**config.mk**
```make
export PLATFORM = sky130hd
export DESIGN_NAME = fuzzy_infer_seq_flat
export DESIGN_NICKNAME = d
export VERILOG_FILES = /design/src/rtl/fuzzy_infer_seq_if.sv /design/src/rtl/fuzzy_infer_seq.sv /design/src/flat_wrapper.sv
export SDC_FILE = /design/constraint.sdc
export NUM_CORES = 2
export LEC_CHECK = 0
export ABC_AREA = 1
export BUFFER_PORTS_ARGS = -buffer_cell sky130_fd_sc_hd__buf_2
export CORE_ASPECT_RATIO = 0.9
export CORE_UTILIZATION = 32
export CTS_CLUSTER_SIZE = 14
export DETAILED_ROUTE_END_ITERATION = 8
export PLACE_DENSITY = 0.54
export RECOVER_POWER = 50
export SYNTH_ARGS = -nofsm -noshare
export SYNTH_HDL_FRONTEND = slang
export SYNTH_SLANG_ARGS = --single-unit
```
**constraint.sdc**
```tcl
create_clock -name clk -period 59.6 [get_ports clk]
set_input_delay 8.94 -clock clk [delete_from_list [all_inputs] [get_ports clk]]
set_output_delay 8.94 -clock clk [all_outputs]
set_load 0.02 [all_outputs]
```
**src/rtl/fuzzy_infer_seq_if.sv**
```systemverilog
// Start/done job bus of the fuzzy inference sequencer: latched operands in, results out.
interface fuzzy_infer_seq_if;
    logic        start;
    logic [47:0] mu_t;
    logic [47:0] mu_d;
    logic        reg_mode;
    logic [71:0] g_flat;
    logic        busy;
    logic        done;
    logic [7:0]  G_out;
    logic [15:0] S_w;
    logic [15:0] S_wg;

    modport master (
        output start, mu_t, mu_d, reg_mode, g_flat,
        input  busy, done, G_out, S_w, S_wg
    );

    modport slave (
        input  start, mu_t, mu_d, reg_mode, g_flat,
        output busy, done, G_out, S_w, S_wg
    );
endinterface

```
**src/rtl/fuzzy_infer_seq.sv**
```systemverilog
// Time-multiplexed 3x3 fuzzy inference: one rule per cycle, then an 8-step restoring divider.
// Optional FUZZY_SEQ_ROUND_EN adds a half-divisor bias so the output rounds half up instead of flooring.
module fuzzy_infer_seq (
    input  logic              clk,
    input  logic              rst,
    fuzzy_infer_seq_if.slave  s_bus
);
    localparam int unsigned N_RULES   = 9;
    localparam int unsigned ACC_W     = 20;
    localparam int unsigned DIV_STEPS = 8;
    localparam int unsigned MU_W      = 16;
    localparam int unsigned G_W       = 8;
    localparam int unsigned DVD_W     = ACC_W + 8;

    typedef enum logic [1:0] {IDLE, RULE, DIV} state_t;

    state_t                r_state;
    logic [3*MU_W-1:0]     r_mu_t;
    logic [3*MU_W-1:0]     r_mu_d;
    logic [9*G_W-1:0]      r_g;
    logic                  r_mode;
    logic [3:0]            r_k;
    logic [ACC_W-1:0]      r_acc_w;
    logic [ACC_W-1:0]      r_acc_wg;
    logic [DVD_W-1:0]      r_rem;
    logic [DVD_W-1:0]      r_dsor;
    logic [7:0]            r_q;
    logic [2:0]            r_step;

    logic [1:0]            w_ti;
    logic [1:0]            w_dj;
    logic                  w_corner;
    logic [MU_W-1:0]       w_mt;
    logic [MU_W-1:0]       w_md;
    logic [MU_W-1:0]       w_w;
    logic [G_W-1:0]        w_g;
    logic [23:0]           w_gnum;
    logic [23:0]           w_gdiv;
    logic [14:0]           w_gq;
    logic [31:0]           w_prod;
    logic [MU_W-1:0]       w_wg;
    logic [ACC_W-1:0]      w_acc_w_nxt;
    logic [ACC_W-1:0]      w_acc_wg_nxt;
    logic [DVD_W-1:0]      w_bias;
    logic [DVD_W-1:0]      w_dividend;
    logic                  w_ge;
    logic [7:0]            w_q_full;
    logic [7:0]            w_q_sel;

    // Rule index k = 3*i + j mapped to membership selectors and the corner mask.
    always_comb begin
        w_ti     = 2'd0;
        w_dj     = 2'd0;
        w_corner = 1'b0;
        unique case (r_k)
            4'd0: begin w_ti = 2'd0; w_dj = 2'd0; w_corner = 1'b1; end
            4'd1: begin w_ti = 2'd0; w_dj = 2'd1; end
            4'd2: begin w_ti = 2'd0; w_dj = 2'd2; w_corner = 1'b1; end
            4'd3: begin w_ti = 2'd1; w_dj = 2'd0; end
            4'd4: begin w_ti = 2'd1; w_dj = 2'd1; end
            4'd5: begin w_ti = 2'd1; w_dj = 2'd2; end
            4'd6: begin w_ti = 2'd2; w_dj = 2'd0; w_corner = 1'b1; end
            4'd7: begin w_ti = 2'd2; w_dj = 2'd1; end
            4'd8: begin w_ti = 2'd2; w_dj = 2'd2; w_corner = 1'b1; end
            default: begin w_ti = 2'd0; w_dj = 2'd0; w_corner = 1'b0; end
        endcase
    end

    always_comb begin
        w_mt = r_mu_t[MU_W-1:0];
        w_md = r_mu_d[MU_W-1:0];
        unique case (w_ti)
            2'd1:    w_mt = r_mu_t[2*MU_W-1:MU_W];
            2'd2:    w_mt = r_mu_t[3*MU_W-1:2*MU_W];
            default: w_mt = r_mu_t[MU_W-1:0];
        endcase
        unique case (w_dj)
            2'd1:    w_md = r_mu_d[2*MU_W-1:MU_W];
            2'd2:    w_md = r_mu_d[3*MU_W-1:2*MU_W];
            default: w_md = r_mu_d[MU_W-1:0];
        endcase
    end

    // Rule firing strength, gain scaled to Q1.15 (gains above 100 saturate via the min), weighted term.
    assign w_w          = (r_mode || w_corner) ? ((w_mt < w_md) ? w_mt : w_md) : MU_W'(0);
    assign w_g          = r_g[{r_k, 3'b000} +: G_W];
    assign w_gnum       = 24'(w_g) * 24'd32767 + 24'd50;
    assign w_gdiv       = w_gnum / 24'd100;
    assign w_gq         = (w_gdiv > 24'd32767) ? 15'd32767 : w_gdiv[14:0];
    assign w_prod       = 32'(w_w) * 32'(w_gq) + 32'd16384;
    assign w_wg         = MU_W'(w_prod >> 15);
    assign w_acc_w_nxt  = r_acc_w + ACC_W'(w_w);
    assign w_acc_wg_nxt = r_acc_wg + ACC_W'(w_wg);

`ifdef FUZZY_SEQ_ROUND_EN
    assign w_bias = DVD_W'(w_acc_w_nxt >> 1);
`else
    assign w_bias = DVD_W'(0);
`endif

    assign w_dividend = DVD_W'(w_acc_wg_nxt) * DVD_W'(100) + w_bias;

    // Quotient is at most 100, so 8 MSB-first trial subtractions of divisor<<b suffice.
    assign w_ge     = (r_rem >= r_dsor);
    assign w_q_full = {r_q[6:0], w_ge};
    assign w_q_sel  = (r_acc_w == ACC_W'(0)) ? 8'd0 : w_q_full;

    always_ff @(posedge clk) begin
        if (rst) begin
            r_state     <= IDLE;
            r_mu_t      <= '0;
            r_mu_d      <= '0;
            r_g         <= '0;
            r_mode      <= 1'b0;
            r_k         <= '0;
            r_acc_w     <= '0;
            r_acc_wg    <= '0;
            r_rem       <= '0;
            r_dsor      <= '0;
            r_q         <= '0;
            r_step      <= '0;
            s_bus.busy  <= 1'b0;
            s_bus.done  <= 1'b0;
            s_bus.G_out <= '0;
            s_bus.S_w   <= '0;
            s_bus.S_wg  <= '0;
        end else begin
            s_bus.done <= 1'b0;
            unique case (r_state)
                IDLE: begin
                    if (s_bus.start) begin
                        r_mu_t     <= s_bus.mu_t;
                        r_mu_d     <= s_bus.mu_d;
                        r_g        <= s_bus.g_flat;
                        r_mode     <= s_bus.reg_mode;
                        r_acc_w    <= '0;
                        r_acc_wg   <= '0;
                        r_k        <= '0;
                        s_bus.busy <= 1'b1;
                        r_state    <= RULE;
                    end
                end
                RULE: begin
                    r_acc_w  <= w_acc_w_nxt;
                    r_acc_wg <= w_acc_wg_nxt;
                    if (r_k == 4'(N_RULES - 1)) begin
                        r_rem   <= w_dividend;
                        r_dsor  <= DVD_W'(w_acc_w_nxt) << 7;
                        r_q     <= '0;
                        r_step  <= '0;
                        r_state <= DIV;
                    end else begin
                        r_k <= r_k + 4'd1;
                    end
                end
                DIV: begin
                    if (w_ge) r_rem <= r_rem - r_dsor;
                    r_dsor <= r_dsor >> 1;
                    r_q    <= w_q_full;
                    r_step <= r_step + 3'd1;
                    if (r_step == 3'(DIV_STEPS - 1)) begin
                        s_bus.G_out <= (w_q_sel > 8'd100) ? 8'd100 : w_q_sel;
                        s_bus.S_w   <= (|r_acc_w[ACC_W-1:16])  ? 16'hFFFF : r_acc_w[15:0];
                        s_bus.S_wg  <= (|r_acc_wg[ACC_W-1:16]) ? 16'hFFFF : r_acc_wg[15:0];
                        s_bus.done  <= 1'b1;
                        s_bus.busy  <= 1'b0;
                        r_k         <= '0;
                        r_state     <= IDLE;
                    end
                end
                default: r_state <= IDLE;
            endcase
        end
    end
endmodule
```
**src/flat_wrapper.sv**
```systemverilog
// flat-port wrapper written by rule: the top's interface ports become plain ports
module fuzzy_infer_seq_flat 
  (clk, rst, s_bus_start, s_bus_mu_t, s_bus_mu_d, s_bus_reg_mode, s_bus_g_flat, s_bus_busy, s_bus_done, s_bus_G_out, s_bus_S_w, s_bus_S_wg);
  fuzzy_infer_seq_if s_bus_i ();
  input  logic clk;
  input  logic rst;
  input wire logic [$bits(s_bus_i.start)-1:0] s_bus_start;
  input wire logic [$bits(s_bus_i.mu_t)-1:0] s_bus_mu_t;
  input wire logic [$bits(s_bus_i.mu_d)-1:0] s_bus_mu_d;
  input wire logic [$bits(s_bus_i.reg_mode)-1:0] s_bus_reg_mode;
  input wire logic [$bits(s_bus_i.g_flat)-1:0] s_bus_g_flat;
  output wire logic [$bits(s_bus_i.busy)-1:0] s_bus_busy;
  output wire logic [$bits(s_bus_i.done)-1:0] s_bus_done;
  output wire logic [$bits(s_bus_i.G_out)-1:0] s_bus_G_out;
  output wire logic [$bits(s_bus_i.S_w)-1:0] s_bus_S_w;
  output wire logic [$bits(s_bus_i.S_wg)-1:0] s_bus_S_wg;
  assign s_bus_i.start = s_bus_start;
  assign s_bus_i.mu_t = s_bus_mu_t;
  assign s_bus_i.mu_d = s_bus_mu_d;
  assign s_bus_i.reg_mode = s_bus_reg_mode;
  assign s_bus_i.g_flat = s_bus_g_flat;
  assign s_bus_busy = s_bus_i.busy;
  assign s_bus_done = s_bus_i.done;
  assign s_bus_G_out = s_bus_i.G_out;
  assign s_bus_S_w = s_bus_i.S_w;
  assign s_bus_S_wg = s_bus_i.S_wg;
  fuzzy_infer_seq u_core (.clk(clk), .rst(rst), .s_bus(s_bus_i));
endmodule
```
# --- Word-level counts from Yosys, hierarchy flattened ---
# Cells that the tools add are included.
word_totals:
  reg_bits: 323
  in_bits: 172
  word_cells: 114
classes:
  addsub: 7
  n_mul: 3
  div: 1
  magnitude_cmp: 4
  eq_ne: 20
  shift: 1
  n_mux: 36
  n_bitwise: 1
  n_reduce_logical: 24
op_table:
  columns: ["cell", "count"]
  rows:
  - ["28-bit case mux with 2 select lines", 2]
  - ["28-bit two-way mux", 3]
  - ["20-bit case mux with 2 select lines", 2]
  - ["72-bit by 8-bit indexed part select with 8-bit output", 1]
  - ["16-bit two-way mux", 4]
  - ["16-bit case mux with 2 select lines", 2]
  - ["20-bit by 16-bit adder with 20-bit output", 2]
  - ["31-bit by 15-bit adder with 31-bit output, second input constant", 1]
  - ["16-bit by 15-bit multiplier with 31-bit output", 1]
  - ["28-bit >= comparator", 1]
  - ["28-bit subtractor", 1]
  - ["20-bit by 5-bit multiplier with 25-bit output, second input constant", 1]
  - ["23-bit by 6-bit adder with 24-bit output, second input constant", 1]
  - ["24-bit by 7-bit divider with 24-bit output, second input constant", 1]
  - ["24-bit by 15-bit greater-than comparator with 1-bit output, second input constant", 1]
  - ["8-bit by 15-bit multiplier with 23-bit output, second input constant", 1]
  - ["20-bit zero test", 1]
  - ["20-bit two-way mux", 1]
  - ["4-bit by 3-bit equality test with 1-bit output, second input constant", 4]
  - ["16-bit less-than comparator", 1]
  - ["8-bit two-way mux", 2]
  - ["15-bit two-way mux", 1]
  - ["7-bit case mux with 2 select lines", 1]
  - ["4-bit two-way mux", 3]
  - ["32 further kinds", 58]

# --- Longest topological paths before layout ---
depth:
  ltp_word: 14
  mapped_depth: 222
  mapped_depth_nobuf: 214

# --- Worst setup path after synthesis ---
# No wires, ideal clock.
synth_timing:
  path_kind: "register to register"
  start: "register u_core.r_k[0]"
  end: "register u_core.r_rem[26]"
  arrival_time_ns: 26.441
  required_ns: 59.542
  setup_slack_ns: 33.102
  stages_incl_launch_ff: 188
  n_path_buf: 17
  cell_sequence: "dfxtp_1 > clkbuf_1 > inv_1 > clkbuf_1 > o21ai_0 > o22ai_1 > o22ai_1 > inv_1 > fa_1 > inv_1 > fa_1 > fa_1 > xor2_1 > ha_1 > o21bai_1 > ha_1 > buf_6 > nand2_2 > [... 152 more ...] > ha_1 > ha_1 > inv_1 > fa_1 > inv_1 > ha_1 > a21oi_1 > o21ai_0 > nand2_1 > inv_1 > nor2_1 > inv_1 > a21oi_1 > xnor2_1 > nand2_1 > nand3_1 > o211ai_1 > inv_1"
synth_between:
  elab_chain_cells: 14
  word_cells_on_any_way: 41
  classes_between: "add/sub (3); mul (3); div (1); order compare (2); eq/ne (13); shift (1); mux (10); reduce/logical (8)"
synth_rtl:
  columns: ["item", "line_no", "text"]
  rows:
  - ["start, declared", "fuzzy_infer_seq.sv:22", "logic [3:0] r_k;"]
  - ["start signal, assigned", "fuzzy_infer_seq.sv:153", "r_k <= r_k + 4'd1;"]
  - ["parallel branches: the longest is 14 deep, another holds 16-bit by 15-bit multiplier with 31-bit output", null, null]
  - ["end signal, assigned", "fuzzy_infer_seq.sv:147", "r_rem <= w_dividend;"]
  - ["end signal, assigned", "fuzzy_infer_seq.sv:157", "if (w_ge) r_rem <= r_rem - r_dsor;"]
  - ["end, declared", "fuzzy_infer_seq.sv:25", "logic [DVD_W-1:0] r_rem;"]
# Parallel ways; which one is timed is not known. The select of a mux whose other input is x is not followed.
# A chain may end at the register's enable or synchronous reset.

# --- Worst setup path after layout ---
layout_timing:
  start: "register u_core.r_k[2]"
  end: "register u_core.r_rem[26]"
# Same word-level chain as after synthesis.

==> results summary <==
The flow ran to the end, but the final reports show violations. The checks that failed: max-capacitance violations, max-slew violations. The sum of net half-perimeters after detailed placement is 102 mm. The clock-pin slew of the registers on the worst-case setup and hold paths came out at 0.06 ns. The startpoint type of the worst setup path is a flip-flop. Summed over all instances, the cell type with the most area after synthesis is sky130_fd_sc_hd__dfxtp_1. The number of global-route vias before repair is 36,400.

TritonCTS built the clock tree. In this run the deepest clock path goes through 3 buffers. For this design the top-level I/O count stands at 214. The endpoint class of the critical path is a flip-flop.

The launch instance of the worst register-to-register path is u_core.r_k[2]. Of all nets on the critical path, the largest fanout is 21. For the worst setup path, the data arrival time is 34.39 ns. Dividing the final minimum period by the clock period gives 0.568. On the worst path, the slowest cell contributes a delay of 0.91 ns.

The worst path needs 33.86 ns of the cycle, external delays included. Buffers placed on the I/O ports in this run total 213. Averaged over all synthesized cells, the footprint is 6.88 sq um. The largest net degree at the start of global routing is 119. The final worst clock skew is 0.0329 ns. The first routing iteration left 2,577 violations. Buffers added to address setup during post-CTS repair amount to 0.

The congestion estimate from routability-driven global placement came to 0.932. The area inside the core boundary is 0.125 sq mm. The average wire length per cell after detail routing came out at 16.6 um. The total length of routed wires is 127 mm. The endpoint of the worst-slack reg-to-reg timing path is u_core.r_rem[26]. The height of the die came out at 339 um. The initialized floorplan defines 123 standard-cell rows. The first detailed-routing pass took 6 iterations. The sequential-to-total area share from yosys stat came out at 0.160. Counting stages on the worst path, the most repeated cell is sky130_fd_sc_hd__nand2_1.

The number of warnings issued by yosys came out at 0. Buffers inserted during clock tree synthesis total 39. The transition time at the pin with the least slew margin is 4.31 ns. The number of antenna-violating nets in the routed design is 0. The filler cell count in the final layout is 13,700. The number of remaining DRC errors is 0. The initial antenna violation count came to 2.

The count of clock tree sinks is 322. The quantity of gates resized following cts came out at 0. The share of flip-flops with an asynchronous set or reset after synthesis is 0. The multi-input logic area is 0.0290 sq mm.

The summed instance area of the synthesized netlist is 0.0403 sq mm. The root buffer selected by CTS is sky130_fd_sc_hd__clkbuf_16. The achievable clock frequency is 29.5 MHz. Using the TritonRoute via totals, the vias-per-cell ratio works out to 4.93.

The hold violation total from the final report is 0. Sorting the synthesized cells by area gives the leading types as sky130_fd_sc_hd__dfxtp_1, sky130_fd_sc_hd__fa_1, sky130_fd_sc_hd__nand2_1, sky130_fd_sc_hd__ha_1, sky130_fd_sc_hd__inv_1. The cts-stage hold buffer count came out at 0. Across the whole layout, storage elements account for 0.00645 sq mm. The count of flip-flops with a built-in enable after synthesis is 0.

The synthesized instance count came out at 5,864. The starting density of the core came out at 0.323. The die covers 0.127 sq mm.

On the critical path the largest part of the delay comes from simple AND/OR/NAND/NOR gates. For this run, the total global-route usage over all layers was measured as 0.198. The clock latency of the later-clocked register in the worst-skew pair is 0.59 ns. The global-route wire length before repair came out at 204 mm. The type of the worst setup path is reg2reg. The number of unique standard cell types used by synthesis is 84.

The setup TNS is 0 ns. The critical hold path startpoint is u_core.s_bus.G_out[7]. Counting every net in the synthesized netlist gives 6,567. The tightest min-delay check is of the reg2reg type. Setup violations remaining at the end of the flow were counted as 0. The number of storage elements in the synthesis netlist is 322. The antenna cell count is 0. The slowest stage of the critical path belongs to the cell sky130_fd_sc_hd__nor2_1. The area overhead of the layout relative to synthesis came out at 8.83%.

The H-tree was split into 2 levels. The x dimension of the die is 376 um. The flip-flop cell with the highest count after synthesis is sky130_fd_sc_hd__dfxtp_1. The fraction of final layout cells with drive strength greater than 1 came out at 0.151. The via count of the routed design is 37,800.

The total of max-cap violations came out at 2. Counting instances, the worst hold path has a depth of 2. Setup repair after global routing left no endpoint under its margin. The depth of the most critical reg-to-reg path is 178.

The required arrival time at the worst endpoint came out at 60.13 ns. The final-report max-slew violation count is 203. The final global-route overflow total is 0.

The worst pin sits at a relative slew slack of -1.87. At the end of the flow, the number of nets in the layout was 6,649. The portion of synthesized cell area occupied by the leading cell type is 0.160. The worst reg-to-reg setup slack came out at 25.74 ns.

The worst hold path terminates at u_core.s_bus.G_out[7]. In this run the worst setup path begins at u_core.r_k[2]. The critical path contains buffers and inverters numbering 17 combined.
## area by class of cell
type	count	share of cell area
Inverter	971	0.0855
Sequential cell	322	0.147
Clock buffer	58	0.0261
Clock inverter	13	0.00405
Multi-Input combinational cell	4369	0.661
Timing Repair Buffer	243	0.0282
Tap cell	1687	0.0481
## synthesized netlist by cell type (75+ instances only)
master,count
sky130_fd_sc_hd__a21oi_1,325
sky130_fd_sc_hd__clkbuf_1,160
sky130_fd_sc_hd__dfxtp_1,322
sky130_fd_sc_hd__fa_1,231
sky130_fd_sc_hd__ha_1,300
sky130_fd_sc_hd__inv_1,879
sky130_fd_sc_hd__nand2_1,1076
sky130_fd_sc_hd__nand2_2,200
sky130_fd_sc_hd__nand2_4,120
sky130_fd_sc_hd__nand3_1,296
sky130_fd_sc_hd__nand3_2,75
sky130_fd_sc_hd__nand4_1,107
sky130_fd_sc_hd__nor2_1,640
sky130_fd_sc_hd__o21ai_0,419
sky130_fd_sc_hd__xor2_1,119
## routing by layer
layer / vias up / routed length (um) / part of all wire / GRT usage
met3: 106 / 5900 / 0.046 / 0.0184
met1: 17800 / 62900 / 0.50 / 0.291
met5: - / 12 / 0.000094 / 0
met2: 943 / 55600 / 0.44 / 0.309
li1: 18900 / - / - / -
met4: 2 / 2560 / 0.020 / 0.0449
## stage by stage
stage	std cells	hold WS, ns	setup WS (ns)	area [sq um]	util
2_1_floorplan	5864	0.429	33.10	40300	-
3_3_place_gp	7592	0.428	26.65	42600	0.341
3_5_place_dp	7592	0.435	25.98	42600	0.341
4_1_cts	7663	0.445	25.88	43900	0.352
5_1_grt	7663	0.458	22.67	43900	0.351
6_report	7663	0.444	25.74	43900	0.351
## logic make-up after synthesis
family | share of synthesized area
AO/OA/AOI/OAI | 0.133
adder cells (fa/ha/maj) | 0.208
flip-flops | 0.160
buffers and inverters | 0.121
XOR/XNOR | 0.0349
AND/OR/NAND/NOR | 0.343
## tightest hold or removal path: stages (launching register included)
cell and delay, ns:
sky130_fd_sc_hd__dfxtp_1 0.31, sky130_fd_sc_hd__nand2_1 0.06, sky130_fd_sc_hd__nor2_1 0.03
## flip-flops by register name, indices dropped and copies added (netlist names)
signal              flops
u_core.r_acc_wg        20
u_core.r_q              7
u_core.r_dsor          27
u_core.r_mu_t          48
u_core.s_bus.S_w       16
u_core.r_step           3
u_core.r_g             72
u_core.s_bus.busy       1
u_core.r_state          2
u_core.s_bus.done       1
u_core.r_mu_d          48
u_core.r_k              4
u_core.r_rem           28
u_core.r_mode           1
u_core.s_bus.G_out      8
u_core.s_bus.S_wg      16
u_core.r_acc_w         20
## worst max path at each step
stage                       endpoint  slack, ns  cells after the start
floorplan           u_core.r_rem[26]      33.10                    187
global placement    u_core.r_rem[26]      26.65                    171
detailed placement  u_core.r_rem[26]      25.98                    179
CTS                 u_core.r_rem[26]      25.88                    178
global route        u_core.r_rem[26]      22.67                    176
finish              u_core.r_rem[26]      25.74                    178
## layout by cell type (no fill, tap or decap), types with 46 or more instances in the layout
master | Yosys | layout
sky130_fd_sc_hd__a21oi_1 | 325 | 325
sky130_fd_sc_hd__buf_2 | 1 | 170
sky130_fd_sc_hd__clkbuf_1 | 160 | 52
sky130_fd_sc_hd__dfxtp_1 | 322 | 322
sky130_fd_sc_hd__fa_1 | 231 | 231
sky130_fd_sc_hd__ha_1 | 300 | 299
sky130_fd_sc_hd__inv_1 | 879 | 879
sky130_fd_sc_hd__inv_2 | 54 | 53
sky130_fd_sc_hd__nand2_1 | 1076 | 1075
sky130_fd_sc_hd__nand2_2 | 200 | 200
sky130_fd_sc_hd__nand2_4 | 120 | 121
sky130_fd_sc_hd__nand3_1 | 296 | 296
sky130_fd_sc_hd__nand3_2 | 75 | 75
sky130_fd_sc_hd__nand4_1 | 107 | 107
sky130_fd_sc_hd__nor2_1 | 640 | 639
sky130_fd_sc_hd__nor2_2 | 55 | 56
sky130_fd_sc_hd__nor3_1 | 46 | 46
sky130_fd_sc_hd__o21ai_0 | 419 | 419
sky130_fd_sc_hd__xor2_1 | 119 | 119
Power is left out: the tool's default activity adds up to more than one toggle a clock period on the data nets, which glitch-free logic cannot reach.
